### config.mk
export PLATFORM = sky130hd
export DESIGN_NAME = mat_result_uart_tx
export DESIGN_NICKNAME = d
export VERILOG_FILES = /design/src/rtl/mat_result_uart_tx.sv
export SDC_FILE = /design/constraint.sdc
export NUM_CORES = 1
export LEC_CHECK = 0
export ABC_AREA = 1
export BUFFER_PORTS_ARGS = -buffer_cell sky130_fd_sc_hd__buf_2
export CORE_UTILIZATION = 30
export DETAILED_ROUTE_END_ITERATION = 10
export GPL_ROUTABILITY_DRIVEN = 1
export SLEW_MARGIN = 20
export SYNTH_ARGS = -nofsm -noshare
export SYNTH_HDL_FRONTEND = slang
export SYNTH_SLANG_ARGS = --single-unit
### constraint.sdc
create_clock -name clk -period 4.4 [get_ports clk]
set_clock_uncertainty 0.05 [all_clocks]
set_input_delay 0.44 -clock clk [delete_from_list [all_inputs] [get_ports clk]]
set_output_delay 0.44 -clock clk [all_outputs]
set_load 0.01 [all_outputs]
### src/rtl/mat_result_uart_tx.sv
// mat_result_uart_tx: serialises a captured 2x2 product matrix over UART 8N1.
// Bytes c00,c01,c10,c11 (+ XOR checksum with MAT_TX_CHECKSUM_EN defined).
// Ports: clk, rst (sync, active-high), result_in[19:0], valid_in,
//        tx (idle high), busy, done (1-cycle), overrun (sticky).
module mat_result_uart_tx #(
  parameter int CLKS_PER_BIT = 868
) (
  input  logic        clk,
  input  logic        rst,
  input  logic [19:0] result_in,
  input  logic        valid_in,
  output logic        tx,
  output logic        busy,
  output logic        done,
  output logic        overrun
);

  localparam int CW = $clog2(CLKS_PER_BIT);
  localparam logic [CW-1:0] CMAX = CW'(CLKS_PER_BIT - 1);
`ifdef MAT_TX_CHECKSUM_EN
  localparam logic [2:0] LAST = 3'd4;
`else
  localparam logic [2:0] LAST = 3'd3;
`endif

  typedef enum logic [1:0] {
    IDLE,
    START,
    DATA,
    STOP
  } state_t;

  state_t        r_state, w_state;
  logic [CW-1:0] r_cnt, w_cnt;
  logic [2:0]    r_bit, w_bit;
  logic [2:0]    r_byte, w_byte_n;
  logic [19:0]   r_shadow, w_shadow;
  logic          r_tx, w_tx;
  logic          r_busy, w_busy;
  logic          r_done, w_done;
  logic          r_ovr, w_ovr;
  logic [7:0]    w_byte;
  logic [2:0]    w_bit_inc;
  logic          w_last_clk;

  assign w_last_clk = (r_cnt == CMAX);
  assign w_bit_inc  = r_bit + 3'd1;

  always_comb begin
    w_byte = 8'h00;
    case (r_byte)
      3'd0: w_byte = {3'b000, r_shadow[4:0]};
      3'd1: w_byte = {3'b000, r_shadow[9:5]};
      3'd2: w_byte = {3'b000, r_shadow[14:10]};
      3'd3: w_byte = {3'b000, r_shadow[19:15]};
`ifdef MAT_TX_CHECKSUM_EN
      3'd4: w_byte = {3'b000, r_shadow[4:0] ^ r_shadow[9:5]
                      ^ r_shadow[14:10] ^ r_shadow[19:15]};
`endif
      default: w_byte = 8'h00;
    endcase
  end

  always_comb begin
    w_state  = r_state;
    w_cnt    = w_last_clk ? '0 : r_cnt + 1'b1;
    w_bit    = r_bit;
    w_byte_n = r_byte;
    w_shadow = r_shadow;
    w_tx     = r_tx;
    w_busy   = r_busy;
    w_done   = 1'b0;
    // Any valid seen while a frame is in flight is dropped but flagged.
    w_ovr    = r_ovr | (valid_in & r_busy);
    unique case (r_state)
      IDLE: begin
        w_cnt = '0;
        if (valid_in) begin
          w_shadow = result_in;
          w_byte_n = 3'd0;
          w_bit    = 3'd0;
          w_state  = START;
          w_tx     = 1'b0;
          w_busy   = 1'b1;
        end
      end
      START: begin
        if (w_last_clk) begin
          w_state = DATA;
          w_bit   = 3'd0;
          w_tx    = w_byte[0];
        end
      end
      DATA: begin
        if (w_last_clk) begin
          if (r_bit == 3'd7) begin
            w_state = STOP;
            w_tx    = 1'b1;
          end else begin
            w_bit = w_bit_inc;
            w_tx  = w_byte[w_bit_inc];
          end
        end
      end
      STOP: begin
        if (w_last_clk) begin
          if (r_byte < LAST) begin
            w_byte_n = r_byte + 3'd1;
            w_state  = START;
            w_tx     = 1'b0;
          end else begin
            w_state = IDLE;
            w_busy  = 1'b0;
            w_done  = 1'b1;
            w_tx    = 1'b1;
          end
        end
      end
      default: w_state = IDLE;
    endcase
  end

  always_ff @(posedge clk) begin
    if (rst) begin
      r_state  <= IDLE;
      r_cnt    <= '0;
      r_bit    <= 3'd0;
      r_byte   <= 3'd0;
      r_shadow <= 20'd0;
      r_tx     <= 1'b1;
      r_busy   <= 1'b0;
      r_done   <= 1'b0;
      r_ovr    <= 1'b0;
    end else begin
      r_state  <= w_state;
      r_cnt    <= w_cnt;
      r_bit    <= w_bit;
      r_byte   <= w_byte_n;
      r_shadow <= w_shadow;
      r_tx     <= w_tx;
      r_busy   <= w_busy;
      r_done   <= w_done;
      r_ovr    <= w_ovr;
    end
  end

  assign tx      = r_tx;
  assign busy    = r_busy;
  assign done    = r_done;
  assign overrun = r_ovr;

endmodule
==> summary by stage, run 1 <==
Yosys
Counting distinct cell types in the post-synthesis netlist gives 27. The post-synth design cell area is 2050 um2. The net count after synthesis is 321. The post-synthesis instance total is between 200 and 300. The synthesized design devotes to its leading area cell type between 40% and 50% of total area. In this run the mean area of a mapped cell was just over 7 um2. In this run, synthesis produced a sequential element count of 42. During synthesis, Yosys emitted a total of 0 warnings. Sequential elements use 41.0% of the synthesized area.

The synthesized design spends more area on one cell type than any other, namely sky130_fd_sc_hd__dfxtp_1. By area the synthesized netlist is led by sky130_fd_sc_hd__dfxtp_1 41%, sky130_fd_sc_hd__nor2_1 12%, sky130_fd_sc_hd__nand2_1 8.2%, sky130_fd_sc_hd__ha_1 7.3%, sky130_fd_sc_hd__o21ai_0 6.8%.

Placed design
Once detailed placement completed, the half-perimeter wirelength came to around 3200 um. The placer congestion estimate is about 0.8. During placement, the flow inserted port buffers numbering 26.

Run
The max-cap check violation count is 0.

Power and ir drop
The worst voltage drop across the vdd grid is approximately 0.18 mV. The internal power of the cells totals about 0.00078 W. The net switching power is between 0.0004 and 0.0005 W. Net switching is a little over a third of the power. The total leakage power is ~1.0 nW. Per report_power, the sequential group accounts for a little over two fifths of the total.

The part of the total power dissipated in the clock network is 25.4%. In this run the power density over the cells is between 500 and 600 nW/um2. Combinational logic burns between 30% and 40% of the power. The total design power is ~0.0012 W.

Clock network
The clock input transition at the sequential cells of the worst setup and hold paths is approximately 0.090 ns. The number of hold buffers added after CTS was 0. The number of post-CTS setup repair buffers is 0. TritonCTS built the clock tree. The number of resized instances in the post-cts repair step is 0. Counting the buffers created by CTS gives 5. Clock latency on the worst-skew pair, taken at its later pin, is about 0.30 ns. The H-tree was split into 2 levels. The root buffer cell is sky130_fd_sc_hd__clkbuf_8. The clock passes through at most 2 buffers. The total number of clock tree sinks is 42.

GRT
The via count of the first global-routing pass is ~1700. The pin count of the biggest net entering global routing is 25. The number of antenna violations at the first check in global routing is 0. For this run, global-route usage on met1 was measured as between 15 and 20%. The sum of overflow across all layers after global routing is 0. The global-route wire length before repair is between 7000 and 8000 um. Global routing used 21.2% of the available met2 tracks. The layer with the highest usage after global routing is met2. The fraction of met3 tracks used by global routing is ~2.9%.

Global routing consumed, over all layers together, roughly an eighth of the routing resources.

Cells and area
The repair_antennas step left the layout with diodes totalling 0. The final layout contains 347 nets. The area growth from synthesis to layout is 15.1%. Leaving out fill and tap cells, the most frequent cell in the layout is sky130_fd_sc_hd__nor2_1.

Leaving out fill and tap cells, the most frequent cells in the layout are 65 x sky130_fd_sc_hd__nor2_1, 45 x sky130_fd_sc_hd__nand2_1, 42 x sky130_fd_sc_hd__dfxtp_1, 28 x sky130_fd_sc_hd__o21ai_0, 26 x sky130_fd_sc_hd__buf_2. Cells with a size suffix above 1 make up 14.4% of the layout.

STA
The slew of the pin with the lowest slew margin is 0.629 ns. The smallest clock period supported by the final layout is computed as between 2 and 2.5 ns. Setup repair after global routing left no endpoint under its margin. The number of max-slew violations in the final report came to 0. The final critical path takes up between 40% and 50% of the cycle. The hold violation total from the final report was 0. Setup violations remaining at the end of the flow were counted as 0. The maximum clock rate is 465 MHz.

Headroom to the max-slew limit came out at roughly three fifths. Adding up every negative setup slack in the final design gives 0 ns.

Worst hold path
The number of cells traversed by the worst hold path is 3. The worst hold path begins at result_in[5]. The path class of the tightest hold or removal check is input pin to flip-flop.

Setup path
Along the worst path, the maximum fanout reaches 21. The launching instance or port of the critical path is r_state[0]. The setup slack on the worst flop-to-flop path is roughly 2.3 ns. The worst path required time is about 4.6 ns. The critical path is of the flip-flop to flip-flop type. STA puts the critical path data arrival time at ~2.3 ns. Measured in cells, the most critical reg-to-reg path has a length of 7. The worst setup path is launched from a flip-flop.

The critical path endpoint category is a flip-flop. The launch instance of the worst register-to-register path is r_state[0].

Routing
After detailed routing, the average wire length per cell comes to approximately 11 um. The aggregate routed wire length is between 4000 and 5000 um. After detailed routing, the number of remaining DRC violations is 0. Using the TritonRoute via totals, the vias-per-cell ratio works out to 4.65. In this run, the number of DRC markers left after iteration 0 of detailed routing was between 70 and 80.

The residual antenna-violating net count after detailed routing is 0. Detailed routing inserted a total of between 1500 and 2000 vias. Before antenna repair, the detailed router went through 6 iterations.

Die
The core region area is 6460 um2. The die covers between 7000 and 8000 um2. The floorplan row count is 29. The die extent in y is around 85 um. From left edge to right edge, the die measures 84.7 um.

The starting utilization of the core area is 31.8%. For this design the top-level I/O count stands at 27.

Status
The flow ran to the end, and the final reports show no timing, DRC or antenna violations.
==> per-layer routing <==
| metal | part of all wire, % | vias to the layer above |
|---|---|---|
| li1 | - | 977 |
| met1 | 51 | 796 |
| met2 | 45 | 31 |
| met3 | 3.2 | 9 |
| met4 | 1.5 | 0 |
| met5 | 0 | - |
==> worst max-delay path: stages (launching register included) <==
cell and delay [ns]:
sky130_fd_sc_hd__dfxtp_1 0.39, sky130_fd_sc_hd__inv_1 0.10, sky130_fd_sc_hd__ha_1 0.24, sky130_fd_sc_hd__nand2_1 0.44
sky130_fd_sc_hd__inv_1 0.47, sky130_fd_sc_hd__nand2_1 0.18, sky130_fd_sc_hd__nand2_1 0.06, sky130_fd_sc_hd__a21oi_1 0.14
==> power by group through the flow <==
stage / clock [W] / combinational, W / sequential [W]
3_3_place_gp: 0 / 0.000383 / 0.000520
6_report: 0.000306 / 0.000384 / 0.000513
5_1_grt: 0.000333 / 0.000453 / 0.000523
4_1_cts: 0.000313 / 0.000387 / 0.000513
3_5_place_dp: 0 / 0.000385 / 0.000521
2_1_floorplan: 0 / 0.000305 / 0.000510
==> flip-flops by register name, summed over array words and instances, names as in the netlist <==
name      flops
overrun       1
r_bit         3
r_cnt        10
r_state       2
busy          1
done          1
r_byte        3
r_shadow     20
tx            1
==> cell usage after synthesis, drive strengths merged <==
cell	count
a21oi	18
a31oi	2
and3	1
buf	1
clkbuf	6
dfxtp	42
ha	12
inv	27
nand2	45
nand3	16
nand4	3
nor2	66
nor3	6
nor3b	3
nor4	2
o211ai	1
o21a	1
o21ai	29
o21bai	1
or2	3
xor2	1
==> per-stage QoR <==
| step | utilization [%] | area, um2 | std cells | setup WS (ns) | hold WS, ns |
|---|---|---|---|---|---|
| 3_5_place_dp | 34.9 | 2250 | 382 | 2.25 | 0.392 |
| 6_report | 36.6 | 2360 | 390 | 2.25 | 0.332 |
| 4_1_cts | 36.6 | 2360 | 390 | 2.22 | 0.331 |
| 3_3_place_gp | 34.9 | 2250 | 382 | 2.35 | 0.380 |
| 5_1_grt | 36.6 | 2360 | 390 | 1.98 | 0.346 |
| 2_1_floorplan | - | 2050 | 286 | 2.68 | 0.368 |
==> worst paths after layout <==
path            endpoint
max            r_byte[2]
min          r_shadow[5]
max reg2reg    r_byte[2]
min reg2reg     r_cnt[0]
==> area by class of cell <==
cell class	instances	area [um2]
sequential	42	841
tap	77	96.3
inverter	27	101
timing repair buffer	26	130
fill	696	4100
multi-input combinational	210	1080
clock inverter	2	37.5
clock buffer	6	72.6
==> cell families (layout without fill, tap and decap cells) <==
logic type | after synthesis | in the layout | synth area share, %
AO/OA/AOI/OAI | 52 | 52 | 13.9
XOR/XNOR | 1 | 1 | 0.427
adder cells (fa/ha/maj) | 12 | 12 | 7.32
buffers and inverters | 34 | 61 | 6.22
flip-flops | 42 | 42 | 41.0
AND/OR/NAND/NOR | 145 | 145 | 31.2
No activity file was read; power rests on OpenSTA's default activity.
==> run 2: changes to the inputs <==
==> constraint.sdc (replaced) <==
create_clock -name clk -period 1.8 [get_ports clk]
set_clock_uncertainty 0.05 [all_clocks]
set_input_delay 0.18 -clock clk [delete_from_list [all_inputs] [get_ports clk]]
set_output_delay 0.18 -clock clk [all_outputs]
set_load 0.01 [all_outputs]
==> run 2 against run 1 <==
  * Utilization increased by 1.2 points
  * Combinational power grew to 2.7 times the previous value
  * Die area unchanged
  * Maximum frequency increased by 26%
  * First-iteration DRC count is 2.8% lower
  * Clock-buffer cell count unchanged
  * Sequential power is 150% higher
  * Setup slack got worse by 2.2 ns
  * Register-to-register slack lost 2.2 ns
  * Largest cell class unchanged
  * Largest power group unchanged
==> summary by stage, run 2 (synthesis gave the netlist of run 1 again) <==
Setup path
The cell with the most instances on the worst path is sky130_fd_sc_hd__inv_1. The worst path required time is about 2 ns. The critical path goes through inv_1 > ha_1 > inv_1 > nor2_1 > a21oi_4 > buf_4 > nand3_2 > nand2_1 > a21oi_1. The worst register-to-register path has a depth of 9.

The worst path buffer plus inverter count is 3. The worst setup path is captured at a flip-flop. STA puts the critical path data arrival time at between 1.5 and 2 ns. Grouping stages by cell kind, the critical path spends the most delay in simple AND/OR/NAND/NOR gates. The endpoint of the worst-slack reg-to-reg timing path is r_state[0].

The maximum fanout along the worst path is 4. The standard cell with the maximum stage delay on the critical path is sky130_fd_sc_hd__dfxtp_2. STA classifies the critical path startpoint as a flip-flop. In this design, the stage delay of the slowest critical-path cell is 0.34 ns. The startpoint identified for the worst register-to-register timing path is r_state[0]. The setup slack on the worst flop-to-flop path is between 0.1 and 0.15 ns. The worst setup path is of the flip-flop to flip-flop kind.

Worst hold path
The type of the worst min-delay path is input pin to flip-flop. In this run the most critical hold path is launched from result_in[6]. The worst hold path passes through 3 cells. For hold timing, the worst endpoint is r_shadow[6].

STA
The worst-case headroom to the max-slew limit is 80.3%. The hold violation total from the final report came to 0. Setup violations remaining at the end of the flow were counted as 0.

For this run, the top clock speed supported by timing is 588 MHz. The routed design could run at a clock period as short as 1.70 ns. The number of max-slew violations in the final report is 0.

Across all setup checks in the final design, the least slack found is about 0.1 ns. At the pin with the least slew margin, the transition time is 0.295 ns. The post-route fraction of the period consumed by the critical path is between 90% and 100%.

Cells and area
Compared with the post-synthesis result, the final layout area differs by 19.0%. The library cells used most frequently in the layout, excluding fill and tap cells, are 63 x sky130_fd_sc_hd__nor2_1, 44 x sky130_fd_sc_hd__nand2_1, 38 x sky130_fd_sc_hd__dfxtp_1, 26 x sky130_fd_sc_hd__o21ai_0, 26 x sky130_fd_sc_hd__buf_2. In the final layout, the registers with the most flip-flops are r_shadow: 20 flops, r_cnt: 10 flops. The finished cells cover roughly 2400 um2. Leaving out fill and tap cells, the most frequent cell in the layout is sky130_fd_sc_hd__nor2_1. The final-layout fill cell count is 710. The number of flip-flops under the largest register name is 20.

In the final layout, the share of cells above drive strength 1 is roughly 19%. r_shadow holds more flip-flops than any other register. The net count of the finished layout is ~350. The number of antenna diodes in the final layout is 0.

Placed design
The post-place instance area is around 2300 um2. Routability-driven placement finished with a final weighted congestion of between 0.7 and 0.8. The detailed placement HPWL is roughly 3300 um. Prior to clock tree synthesis, the placed netlist has a worst setup slack of about 0.027 ns. During placement, the flow inserted port buffers numbering 26.

Die
After floorplanning, the core was divided into 29 placement rows. The die is ~85 um wide. The total I/O pin count is 27. The floorplan die area is 7170 um2. The die extent in y is around 85 um. The starting utilization of the core area is about a third. The core region area is 6460 um2.

GRT
The first global-routing pass estimated around 8000 um of wire. The total global routing track utilization is ~14%. Global routing finished with a remaining overflow of 0. The via count of the first global-routing pass was between 1500 and 2000. The number of antenna violations at the first check in global routing came to 0. The pin count of the biggest net entering global routing is 24.

Clock network
The maximum level of the CTS H-tree is 2. After clock tree synthesis, the clock-pin slew on the worst setup and hold paths is approximately 0.09 ns. Clock tree synthesis inserted a total of 5 buffers. The TritonCTS clock tree is done.

The total number of clock tree sinks is 42. The clock insertion delay at the later pin of the skew report is roughly 0.3 ns. The root buffer cell is sky130_fd_sc_hd__clkbuf_8. The buffer depth of the longest clock path is 2.

Routing
The final route contains 1880 vias. In this run the remaining antenna-violating nets after routing total 0. For this block, the routed nets add up to between 4000 and 5000 um of wire.

In the routed design, unresolved DRC markers number 0. After detailed routing, the average wire length per cell comes to 11.3 um. In this run, the number of DRC markers left after iteration 0 of detailed routing was 70.

The count of TritonRoute iterations in the first routing pass is 6. Dividing the detail-routed via count by the number of cells gives 4.75.

Status
The flow ran to the end, and the final reports show no timing, DRC or antenna violations.

Run
The max-cap check violation count is 0.

Power and ir drop
IR analysis of the VDD net gives a maximum drop of between 0.4 and 0.5 mV. The total power divided by cell area is between 1000 and 1500 nW/um2. The total leakage power is approximately 1.1 nW.
-- run 2: worst max-delay path by stage --
stage,endpoint,cells after the start,from
6_report,r_state[0],9,r_state[0]
4_1_cts,tx,11,r_bit[0]
3_3_place_gp,tx,11,r_bit[0]
3_5_place_dp,tx,11,r_bit[0]
2_1_floorplan,tx,11,r_bit[0]
5_1_grt,r_state[0],9,r_state[0]
-- run 2: cell type report --
cell class,count,area [um2],share of cell area [%]
Clock inverter,2,37.5,1.54
Clock buffer,6,72.6,2.97
Tap cell,77,96.3,3.94
Sequential cell,42,846,34.6
Timing Repair Buffer,32,175,7.17
Inverter,27,101,4.15
Multi-Input combinational cell,210,1110,45.6
-- run 2: power by group --
group	leakage, nW	internal (W)	switching [W]	total, W
Clock	0.0514	0.000414	0.000332	0.000746
Combinational	0.654	0.000427	0.000604	0.00103
Sequential	0.347	0.00113	0.000132	0.00126
Total	1.05	0.00197	0.00107	0.00304
-- run 2: metrics by stage --
step                TNS [ns]  utilization, %  hold WS (ns)  instances  power (W)
floorplan                  0               -         0.275        286    0.00199
CTS                        0            37.2        0.0595        395    0.00304
detailed placement         0            35.5         0.386        387    0.00227
global placement           0            35.5         0.380        387    0.00225
finish                     0            37.8        0.0700        396    0.00304
global route         -0.0297            37.8        0.0733        396    0.00329
-- run 2: metal layers --
layer / part of all wire, % / track usage [%] / vias up / routed length [um]
li1: - / - / 993 / -
met4: 1.3 / 4.62 / 0 / 59
met5: 0 / 0 / - / 0
met2: 48 / 24.2 / 25 / 2160
met3: 2.8 / 3.54 / 7 / 127
met1: 48 / 16.6 / 855 / 2140
-- run 2: worst min-delay path: stages --
cell and delay [ns]:
sky130_fd_sc_hd__buf_2 0.07, sky130_fd_sc_hd__o21ai_0 0.07, sky130_fd_sc_hd__nor2_1 0.07
-- run 2: what timing repair did --
item,4_1_cts,5_1_grt
hold endpoints to repair,0,0
endpoints found under the setup margin,0,10
resized for setup,0,13
hold buffers,0,0
buffers inserted,0,1
==> run 3: changes to the inputs <==
==> constraint.sdc (replaced) <==
create_clock -name clk -period 1.5 [get_ports clk]
set_clock_uncertainty 0.05 [all_clocks]
set_input_delay 0.15 -clock clk [delete_from_list [all_inputs] [get_ports clk]]
set_output_delay 0.15 -clock clk [all_outputs]
set_load 0.01 [all_outputs]
==> run 3 against run 2 <==
  * The run now ends with setup timing left
  * Hold slack got worse by 0.039 ns
  * Die area stayed put
  * Non-clock buffer count grew 25
  * Final cell count up 6.3%
  * Critical path depth up 2
  * Via count grew 2.9%
  * Sequential share of layout area decreased by 4.4 points
  * Cell area increased by 16%
  * Total power grew 36%
  * Critical endpoint is now tx
  * Largest cell class unchanged
  * Highest routed layer unchanged
==> summary by stage, run 3 (synthesis gave the netlist of run 1 again) <==
STA
The minimum clock period is 1.63 ns. The worst hold slack after final layout is between 0.03 and 0.04 ns. The count of final setup violators is 1. Dividing the final minimum period by the clock period gives 109%. The number of max-slew violations in the final report came to 0. The worst-case headroom to the max-slew limit is roughly 80%.

The hold violation total from the final report was 0. For the pin with the worst max-slew slack, the measured transition is between 0.2 and 0.3 ns. The maximum clock rate is around 610 MHz. Setup repair after global routing could not meet its margin everywhere. Once routing completed, OpenROAD measured the worst setup slack at -0.133 ns.

Cells and area
The most frequent standard cell in the layout excluding fill and tap cells is sky130_fd_sc_hd__nor2_1. In the layout the commonest cells are 56 x sky130_fd_sc_hd__nor2_1, 41 x sky130_fd_sc_hd__nand2_1, 34 x sky130_fd_sc_hd__dfxtp_1, 29 x sky130_fd_sc_hd__buf_4, 26 x sky130_fd_sc_hd__buf_2. The area growth from synthesis to layout is 37.8%. The number of flip-flops under the largest register name is 20.

The number of antenna diodes in the final layout is 0. The net count of the finished layout is between 300 and 400. In the final layout, the registers with the most flip-flops are r_shadow: 20 flops, r_cnt: 10 flops. Ranked by flip-flop count, first place goes to r_shadow.

The finished cells cover about 2800 um2. The ratio of cells with drive above 1 in the final layout is 34.9%.

GRT
The global routing usage on met1 is 18.7%. Entering global routing, the biggest net connects 24 pins. In the global route stage, met2 resource usage came out at a little under a quarter.

After global routing the overflow that remains totals 0. The via count of the first global-routing pass is roughly 1800. The first global-routing pass estimated 8300 um of wire. In the global route stage, met3 resource usage came out at roughly 3.2%. After global routing, the most crowded layer is met2. The number of antenna violations at the first check in global routing came to 0. For this run, the total global-route usage over all layers was measured as roughly 14%.

Die
The starting utilization of the core area is approximately a third. The total I/O pin count is 27. The floorplan die area is between 7000 and 8000 um2. The total area inside the core boundary comes to 6460 um2.

The horizontal die dimension is about 85 um. The die extent in y is about 85 um. The floorplan has 29 rows.

Clock network
After clock tree synthesis, the clock-pin slew on the worst setup and hold paths is roughly 0.09 ns. The root buffer cell chosen for the clock tree is sky130_fd_sc_hd__clkbuf_8. The maximum level of the CTS H-tree is 2.

The clock insertion delay at the later pin of the skew report is ~0.3 ns. The buffer depth of the longest clock path is 2. The TritonCTS clock tree is done.

The number of clock buffers added by TritonCTS is 5. The tree built by TritonCTS fans out to 42 sinks.

Setup path
The worst setup path endpoint is tx. The endpoint of the worst-slack reg-to-reg timing path is tx. Along the worst path, the maximum fanout reaches 4. The slowest stage of the critical path belongs to the cell sky130_fd_sc_hd__dfxtp_4.

The worst path required time is ~1.6 ns. The startpoint identified for the worst register-to-register timing path is r_bit[0]. Broken down by cell family, the worst path's largest delay share belongs to simple AND/OR/NAND/NOR gates. The worst path buffer plus inverter count is 0. The critical path endpoint category is a flip-flop. The category of the critical setup timing path is flip-flop to flip-flop.

The critical path depth is 11. The number of cells traversed by the worst register-to-register path is 11. The critical path goes through ha_4 > ha_4 > or2_4 > nor3_2 > nor2_1 > nand2_1 > nand2_1 > nand2_1 > nand2_1 > nand2_1 > nand2_1.

The peak per-stage delay on the critical path is about 0.36 ns. At the worst endpoint, the arrival time is ~1.8 ns. The setup slack on the worst flop-to-flop path is -0.13 ns.

Counting stages on the worst path, the most repeated cell is sky130_fd_sc_hd__nand2_1. The launching instance or port of the critical path is r_bit[0]. STA classifies the critical path startpoint as a flip-flop.

Power and ir drop
The part of the total power dissipated in the clock network is between 20% and 30%. The net switching power is about 0.0014 W. The power share of the sequential group is between 30 and 40%.

The total leakage power is 1.19 nW. The share of total power dissipated in combinational logic is 39.8%. Net switching is between 30% and 40% of the power.

The total power divided by cell area is ~1500 nW/um2. VDD sags by at most ~0.82 mV. The internal portion of the total power is approximately 0.0027 W.

Placed design
Summing all placed instances gives a cell area of roughly 2500 um2. The congestion estimate from routability-driven global placement came to 0.841. The detailed placement HPWL is approximately 3500 um.

Buffers placed on the I/O ports in this run total 26.

Status
The flow ran to the end, but the final reports show violations. The checks that failed: setup timing.

Routing
The detailed router placed between 1500 and 2000 vias in this run. The number of DRC markers after the initial detailed-route iteration is 61. The average wire length per cell after detail routing is around 11 um. Once detail routing completed, the nets flagged for antenna violations numbered 0.

The number of vias per cell after detailed routing is roughly 4.6. For this run, design rule violations remaining after detail routing come to 0. The final layout contains routed wiring with a total length of approximately 4800 um. The count of TritonRoute iterations in the first routing pass is 6.

Run
The max-cap check violation count is 0.

Worst hold path
The type of the worst min-delay path is input pin to flip-flop. In this run the most critical hold path is launched from result_in[1].
## run 3: cell count changes in the layout (fill, tap and decap cells not counted), sizes merged
cell	previous run	this run
clkbuf	6	7
clkinvlp	1	0
buf	32	57
## run 3: stage by stage
stage / instances / power [W] / util (%) / worst slack (ns) / setup TNS (ns)
after floorplan: 286 / 0.00247 / - / -0.0147 / -0.0147
after global placement: 410 / 0.00298 / 38.8 / -0.120 / -0.252
after detailed placement: 410 / 0.00299 / 38.8 / -0.114 / -0.263
after CTS: 419 / 0.00399 / 41.2 / -0.140 / -0.267
after global routing: 421 / 0.00444 / 43.8 / -0.259 / -0.473
final: 421 / 0.00413 / 43.8 / -0.133 / -0.133
## run 3: how the worst min path moves through the flow
stage	endpoint	slack (ns)	depth (start not counted)
floorplan	overrun	0.24	2
global placement	r_shadow[17]	0.35	3
detailed placement	r_shadow[1]	0.36	3
CTS	r_shadow[1]	0.04	3
global route	r_shadow[6]	0.06	3
finish	r_shadow[1]	0.03	3
## run 3: worst reg2reg max path: cells and delay by family (launching register included)
| family | cells | cell delay (ns) |
|---|---|---|
| DFF | 1 | 0.36 |
| and+or+nand+nor | 9 | 0.74 |
| adders and majority gates | 2 | 0.39 |
## run 3: cell type report
cell class | instances | area [um2]
Clock buffer | 7 | 86.3
Clock inverter | 1 | 30.0
Fill cell | 651 | 3630
Inverter | 27 | 101
Multi-Input combinational cell | 210 | 1280
Sequential cell | 42 | 856
Tap cell | 77 | 96.3
Timing Repair Buffer | 57 | 374
## run 3: what timing repair did
action	4_1_cts	5_1_grt
endpoints found under the setup margin	10	38
gates resized for setup	14	48
hold buffers	0	0
pin swaps	9	18
buffers inserted	1	2
## run 3: power groups by stage
| stage | clock (W) | sequential, W | combinational, W |
|---|---|---|---|
| 2_1_floorplan | 0 | 0.00151 | 0.000960 |
| 3_3_place_gp | 0 | 0.00152 | 0.00145 |
| 3_5_place_dp | 0 | 0.00153 | 0.00146 |
| 4_1_cts | 0.000981 | 0.00152 | 0.00150 |
| 5_1_grt | 0.00103 | 0.00156 | 0.00186 |
| 6_report | 0.000956 | 0.00153 | 0.00164 |
## run 3: routing by layer
metal | wire (um) | up-vias | part of all wire [%]
li1 | - | 1043 | -
met1 | 2430 | 858 | 50
met2 | 2230 | 29 | 46
met3 | 132 | 4 | 2.7
met4 | 34 | 0 | 0.71
met5 | 0 | - | 0
